===== src/rtl/alu_pkg.sv =====
// alu_pkg: shared types and constants for the ALU accumulate sequencer.
// Contents: state_t (IDLE/RUN/FIN), default WIDTH/CNT_W, SAT_VALUE (all ones).
package alu_pkg;
  localparam int WIDTH = 9;
  localparam int CNT_W = 7;
  typedef enum logic [1:0] {IDLE = 2'd0, RUN = 2'd1, FIN = 2'd2} state_t;
  localparam logic [WIDTH-1:0] SAT_VALUE = '1;
endpackage


===== src/rtl/alu_accum_ctrl_iter_counter.sv =====
// iter_counter: loadable down-counter for the accumulate iteration count.
// Ports: clk, rst_n (async active-low), load/load_val (load), dec (decrement),
//        value (current count), last (value == 1).
module iter_counter #(
  parameter int W = 7
) (
  input  logic         clk,
  input  logic         rst_n,
  input  logic         load,
  input  logic         dec,
  input  logic [W-1:0] load_val,
  output logic [W-1:0] value,
  output logic         last
);
  always_ff @(posedge clk or negedge rst_n)
    if (!rst_n) value <= '0;
    else if (load) value <= load_val;
    else if (dec) value <= value - 1'b1;
  assign last = value == W'(1);
endmodule


===== src/rtl/alu_accum_ctrl.sv =====
// alu_accum_ctrl: multi-cycle sequencer computing count*(operand+cin) on an external adder.
// Ports: clk, rst_n (async active-low); start/operand/count/cin request;
//        busy/done/result/overflow status; add_a/add_b/add_cin drive the adder,
//        add_sum/add_cout return from it.
// Option: ALU_ACCUM_SATURATE_EN forces result to all ones once overflow is seen.
module alu_accum_ctrl
  import alu_pkg::*;
#(
  parameter int WIDTH = alu_pkg::WIDTH,
  parameter int CNT_W = alu_pkg::CNT_W
) (
  input  logic             clk,
  input  logic             rst_n,
  input  logic             start,
  input  logic [WIDTH-1:0] operand,
  input  logic [CNT_W-1:0] count,
  input  logic             cin,
  output logic             busy,
  output logic             done,
  output logic [WIDTH-1:0] result,
  output logic             overflow,
  output logic [WIDTH-1:0] add_a,
  output logic [WIDTH-1:0] add_b,
  output logic             add_cin,
  input  logic [WIDTH-1:0] add_sum,
  input  logic             add_cout
);
  state_t state, state_nx;
  logic [WIDTH-1:0] acc, op_q, fin_val;
  logic cin_q, accept, last;
  logic [CNT_W-1:0] cnt;

  iter_counter #(.W(CNT_W)) u_cnt (
    .clk(clk), .rst_n(rst_n), .load(accept), .dec(state == RUN),
    .load_val(count), .value(cnt), .last(last)
  );

  // A new request is taken in FIN as well, giving back-to-back operation.
  assign accept = start && (state == IDLE || state == FIN);
  assign state_nx = accept ? ((count != '0) ? RUN : FIN) :
                    (state == RUN) ? (last ? FIN : RUN) : IDLE;

  // Value the accumulator takes on the final addition; overflow includes this cycle's carry.
`ifdef ALU_ACCUM_SATURATE_EN
  assign fin_val = (overflow | add_cout) ? SAT_VALUE : add_sum;
`else
  assign fin_val = add_sum;
`endif

  always_ff @(posedge clk or negedge rst_n)
    if (!rst_n) begin
      state <= IDLE;
      acc <= '0;
      op_q <= '0;
      cin_q <= 1'b0;
      result <= '0;
      overflow <= 1'b0;
    end else begin
      state <= state_nx;
      if (accept) begin
        op_q <= operand;
        cin_q <= cin;
        acc <= '0;
        overflow <= 1'b0;
        if (count == '0) result <= '0;
      end else if (state == RUN) begin
        acc <= add_sum;
        overflow <= overflow | add_cout;
        if (last) result <= fin_val;
      end
    end

  assign busy = state == RUN;
  assign done = state == FIN;
  assign add_a = acc;
  assign add_b = op_q;
  assign add_cin = cin_q;
endmodule


===== config.mk =====
export PLATFORM = sky130hd
export DESIGN_NAME = alu_accum_ctrl
export DESIGN_NICKNAME = d
export VERILOG_FILES = /design/src/rtl/alu_pkg.sv /design/src/rtl/alu_accum_ctrl_iter_counter.sv /design/src/rtl/alu_accum_ctrl.sv
export SDC_FILE = /design/constraint.sdc
export NUM_CORES = 1
export LEC_CHECK = 0
export ABC_AREA = 1
export CORE_AREA = 2 2 69 71
export CTS_CLUSTER_SIZE = 24
export DETAILED_ROUTE_END_ITERATION = 12
export DIE_AREA = 0 0 71 73
export GPL_ROUTABILITY_DRIVEN = 0
export MAX_ROUTING_LAYER = met4
export PLACE_DENSITY = 0.74
export SLEW_MARGIN = 20
export SYNTH_ARGS = -nofsm -noshare
export SYNTH_HDL_FRONTEND = slang
export SYNTH_SLANG_ARGS = --single-unit

===== constraint.sdc =====
create_clock -name clk -period 1.1 [get_ports clk]
set_input_delay 0.22 -clock clk [delete_from_list [all_inputs] [get_ports clk]]
set_output_delay 0.22 -clock clk [all_outputs]
set_load 0.02 [all_outputs]

==> Word level (Yosys, flattened, before mapping) <==
Index checks and enable logic that the tools add are counted.
{ "word_totals": {"ff_bits": 38, "in_bits": 30, "output_inout_bits": 31, "elab_cells": 35} }
{ "classes": {"add_sub_neg": 1, "eq_ne": 4, "mux": 14, "bitwise": 1, "n_reduce_logical": 8} }
{ "op_table": {"columns": ["operator", "count"], "rows": [
  ["9-bit 2-to-1 mux", 6],
  ["7-bit 2-to-1 mux", 2],
  ["2-bit 2-to-1 mux", 4],
  ["7-bit by 1-bit equality test with 1-bit output, second input constant", 1],
  ["7-bit zero test", 1],
  ["7-bit nonzero test", 1],
  ["7-bit by 1-bit subtractor with 7-bit output, second input constant", 1],
  ["2-bit nonzero test", 2],
  ["3-bit AND reduction", 1],
  ["2-bit by 1-bit equality test with 1-bit output, second input constant", 1],
  ["2-bit equality test, second input constant", 1],
  ["2-bit zero test", 1],
  ["1-bit 2-to-1 mux", 2],
  ["2-bit by 1-bit != test with 1-bit output, second input constant", 1],
  ["1-bit logical AND", 1],
  ["1-bit logical OR", 1],
  ["1-bit OR", 1]
]} }

==> Longest topological paths before layout <==
{ "depth": {"word_depth": 5, "ltp_mapped": 8, "depth_no_buf": 8} }

==> By module <==
From an unflattened synthesis, not the netlist that was laid out.
{ "unflattened": {"hier_cells": 207, "hier_area_um2": 1754.2} }
{ "by_module_without_submodules": {"columns": ["module", "instances", "cells_each", "area_per_inst_um2", "seq_area_each_um2"], "rows": [
  ["alu_accum_ctrl", 1, 146, 1272.5, 775.7],
  ["iter_counter", 1, 61, 481.7, 175.2]
]} }

==> Least setup slack after synthesis <==
Ideal clock, no wire load.
{ "synth_path": {"path_kind": "register to register", "startpoint": "register u_cnt.value[0]", "endpoint": "register u_cnt.value[4]", "setup_ns": 0.124, "arrival_time_ns": 1.086, "required_time_ns": 0.976, "setup_slack_ns": -0.110, "stages_incl_launch_ff": 8, "n_path_buf": 0, "period_less_slack_ns": 1.210, "cell_sequence": "dfrtp_1 inv_1 ha_1 inv_1 nor2_1 nand2_1 o211ai_1 nand2_1"} }
{ "synth_via": {"elab_chain_len": 3} }
{ "synth_rtl": {"columns": ["element", "line", "text"], "rows": [
  ["start, declared", "alu_accum_ctrl_iter_counter.sv:12", "output logic [W-1:0] value,"],
  ["start signal, assigned", "alu_accum_ctrl_iter_counter.sv:17", "else if (load) value <= load_val;"],
  ["start signal, assigned", "alu_accum_ctrl_iter_counter.sv:18", "else if (dec) value <= value - 1'b1;"],
  ["7-bit by 1-bit subtractor with 7-bit output", "alu_accum_ctrl_iter_counter.sv:18", null],
  ["7-bit 2-to-1 mux", "alu_accum_ctrl_iter_counter.sv:18", null],
  ["7-bit 2-to-1 mux", "alu_accum_ctrl_iter_counter.sv:17", null]
]} }
No other way between the ends. The select of a mux whose other input is x is not followed.
A chain may end at the register's enable or synchronous reset.

==> Worst setup path after layout <==
{ "layout_path": {"startpoint": "register state[0]", "endpoint": "register u_cnt.value[6]"} }
{ "layout_via": {"elab_chain_len": 4, "word_cells_on_any_way": 7, "classes_between": "2 x eq/ne; 1 x mux; 4 x reduce/logical"} }
{ "layout_rtl": {"columns": ["element", "line", "text"], "rows": [
  ["start, declared", "alu_accum_ctrl.sv:28", "state_t state, state_nx;"],
  ["start signal, assigned", "alu_accum_ctrl.sv:59", "state <= state_nx;"],
  ["2-bit equality test / 2-bit zero test (equally long branches)", "alu_accum_ctrl.sv:39", "assign accept = start && (state == IDLE || state == FIN);"],
  ["1-bit logical OR", "alu_accum_ctrl.sv:39", null],
  ["1-bit logical AND", "alu_accum_ctrl.sv:39", null],
  ["7-bit 2-to-1 mux / 2-bit nonzero test (equally long branches)", null, null]
]} }
Parallel ways exist; a longest one is shown, timed or not.

==> results.sh <==
export IMPL_yosys_area_share_xor_xnor=0.005061
export IMPL_synth_seq_cells=38
export IMPL_synth_warnings=0
export IMPL_num_vias=1719
export IMPL_die_area_mm2=0.005183
export IMPL_drc=0
export IMPL_ff2ff_path_depth=9
export IMPL_core_region_area_mm2=0.004536
export IMPL_yosysUniqueCellTypes=29
export IMPL_cts_sinks=38
export IMPL_violations="setup timing"
export IMPL_hold_ws_ns=0.4199
export IMPL_synth_edf_count=0
export IMPL_rsz0062_at_grt="yes"
export IMPL_yosys_most_used_dff="dfrtp_1"
export IMPL_final_cell_mix="nand2_1 (45), dfrtp_1 (37), buf_2 (29)"
export IMPL_ant_nets=0
export IMPL_wl_per_cell_um=15.17
export IMPL_ys_top_cells_by_area="dfrtp_1 (55%), nand2_1 (13%), nand3_1 (7.2%)"
export IMPL_grt_pass1_wl_um=7755
export IMPL_synth_compound_area_frac=0.08388
export IMPL_synth_top_area_cell="dfrtp_1"
export IMPL_antenna_found_initial=0
export IMPL_cp_cell_sequence="inv_4 -> buf_6 -> nand2_8 -> inv_8 -> buf_8 -> nand2_1 -> o21ai_2 -> inv_1 -> nand2_1"
export IMPL_final_cells=340
export IMPL_multi_input_area_um2=915.9
export IMPL_endpoint_kind="flip-flop"
export IMPL_powerDensity_mw_per_mm2=2751
export IMPL_portBuffers=60
export IMPL_min_path_type="in2async"
export IMPL_nFillCells=359
export IMPL_cts_tree="built"
export IMPL_status="finished, violations left"
export IMPL_crit_slowest_cell="dfrtp_1"
export IMPL_cpPeakStageDelay_ns=0.42
export IMPL_finClkSkew_ns=0.006315
export IMPL_grt_pass1_vias=1572
export IMPL_synth_cells=182
export IMPL_syn_area_per_cell_um2=9.508
export IMPL_via_per_inst=5.056
export IMPL_setup_tns_ns=-4.425
export IMPL_hold_viol_final=0
export IMPL_setup_slack_ns=-0.1928
export IMPL_setup_viol=40
export IMPL_ys_async_sr_fraction=1.000
export IMPL_drt_iter0_drc=132
export IMPL_synth_adder_area_share=0.01446
export IMPL_grt_start_max_net_pins=39
export IMPL_num_rows=25
export IMPL_area_growth_pct=72.09
export IMPL_synth_area_mm2=0.001730
export IMPL_start_kind="flip-flop"
export IMPL_cp_num_buf_inv=5
export IMPL_ys_seq_area_frac=0.5495
export IMPL_dp_cells=320
export IMPL_cts_buffers=5
export IMPL_drtPass1Iterations=4
export IMPL_cts_path_max_buffers=2
export IMPL_arrival_ns=1.53
export IMPL_die_width_um=71
export IMPL_clock_latency_ns=0.29
export IMPL_drt_wl_total_um=5158
export IMPL_leakagePower_nw=1.443
export IMPL_synth_mux_area_frac=0
export IMPL_maxSlewHeadroom=0.8402
export IMPL_htreeDepth=2
export IMPL_register_area_um2=952.2
export IMPL_critical_path_class="reg2reg"
export IMPL_maxCapViolCount=0
export IMPL_slew_viol_final=0
export IMPL_path_max_fanout=8
export IMPL_period_share=1.175
export IMPL_drive_gt1_frac=0.4545
export IMPL_nets=317
export IMPL_num_io_pins=61
export IMPL_dp_slack_ns=-0.4321
export IMPL_yosys_area_share_simple=0.2972
export IMPL_utilization=0.6566
export IMPL_diodes=0
export IMPL_grt_overflow=0
export IMPL_crit_required_ns=1.34
export IMPL_dieHeight_um=73
export IMPL_cp_common_cell="nand2_1"
export IMPL_synth_top_family_by_area="simple AND/OR/NAND/NOR gates"
export IMPL_netlist_area_leader_share=0.5495
export IMPL_final_common_cell="nand2_1"
export IMPL_ir_drop_mv=1.212
export IMPL_critPathTopFamily="buffers and inverters"
export IMPL_track_usage=0.2018
export IMPL_hpwl_um=3124
export IMPL_start_util=0.3815
export IMPL_path_depth=9
export IMPL_max_freq_ghz=0.7735
export IMPL_clockRootBuffer="clkbuf_8"
export IMPL_worst_slew_pin_slew_ns=0.2396
export IMPL_min_period_ns=1.293
export IMPL_syn_nets=214
export IMPL_clk_pin_slew_ns=0.08
[state kept, by name, indices dropped and copies added (netlist names)]
name	cells
add_a	9
add_b	9
add_cin	1
overflow	1
result	9
state	2
u_cnt.value	7
[worst register-to-register path, cell delays in order, from the launching register on]
cell,delay [ns]
dfrtp_1,0.42
inv_4,0.10
buf_6,0.11
nand2_8,0.09
inv_8,0.10
buf_8,0.14
nand2_1,0.09
o21ai_2,0.08
inv_1,0.06
nand2_1,0.05
[per-stage QoR]
stage          area, um^2  power (mW)
2_1_floorplan        1748       4.498
3_3_place_gp         2630       6.347
3_5_place_dp         2630       6.411
4_1_cts              2788       7.645
5_1_grt              2978       8.690
6_report             2978       8.192
[power breakdown]
| group | leakage [nW] | internal (mW) | switching, mW |
|---|---|---|---|
| logic | 0.931 | 2.26 | 2.62 |
| clock network | 0.0452 | 0.447 | 0.494 |
| registers | 0.466 | 1.98 | 0.399 |
| total | 1.44 | 4.68 | 3.51 |
[layer usage]
metal  vias to the layer above  GRT usage  wire, um
met2                        60     0.3188      2746
met4                         0    0.07547       130
li1                        811          -         -
met1                       827     0.2469      2040
met5                         -          -         0
met3                        21    0.05939       240
[synth_stat cells (2+ instances only)]
master	count
inv_2	2
nor2_1	8
inv_1	8
nand3_1	25
nand3_2	2
buf_2	2
buf_4	2
o211ai_1	2
dfrtp_1	38
ha_1	2
nand2_1	60
nand2_4	2
o21ai_0	3
inv_4	2
a22o_1	10
[cell type report]
type | instances | share of cell area
Tap cell | 54 | 0.02269
Timing Repair Buffer | 99 | 0.2983
Multi-Input combinational cell | 129 | 0.3076
Clock inverter | 2 | 0.004622
Sequential cell | 38 | 0.3197
Inverter | 12 | 0.02269
Clock buffer | 6 | 0.02437
[repair_timing]
item                                   in CTS  in global routing
hold buffers                                1                  0
setup endpoints to repair                  69                 41
pin swaps                                  13                 10
gates cloned                                2                  2
buffers inserted                            5                  3
resized for setup                         162                 38
endpoints found under the hold margin      38                  0
[cell families after synthesis]
logic type	count (synthesis)
buffers and inverters	17
adders and majority gates	2
AOI/OAI and AO/OA	19
xor gates and xnor gates	1
and+or+nand+nor	105
DFF	38
[path summary, 6_finish.rpt]
check / startpoint / endpoint / slack, ns
worst max-delay path: state[0] / u_cnt.value[6] / -0.19
worst min-delay path: rst_n / result[6] / 0.42
worst max register to register: state[0] / u_cnt.value[6] / -0.19
worst min register to register: add_b[7] / add_b[7] / 0.48
max in group asynchronous: rst_n / state[1] / 0.48
min in group clk: operand[1] / add_b[1] / 0.47
Power figures use the tool's default switching activity.
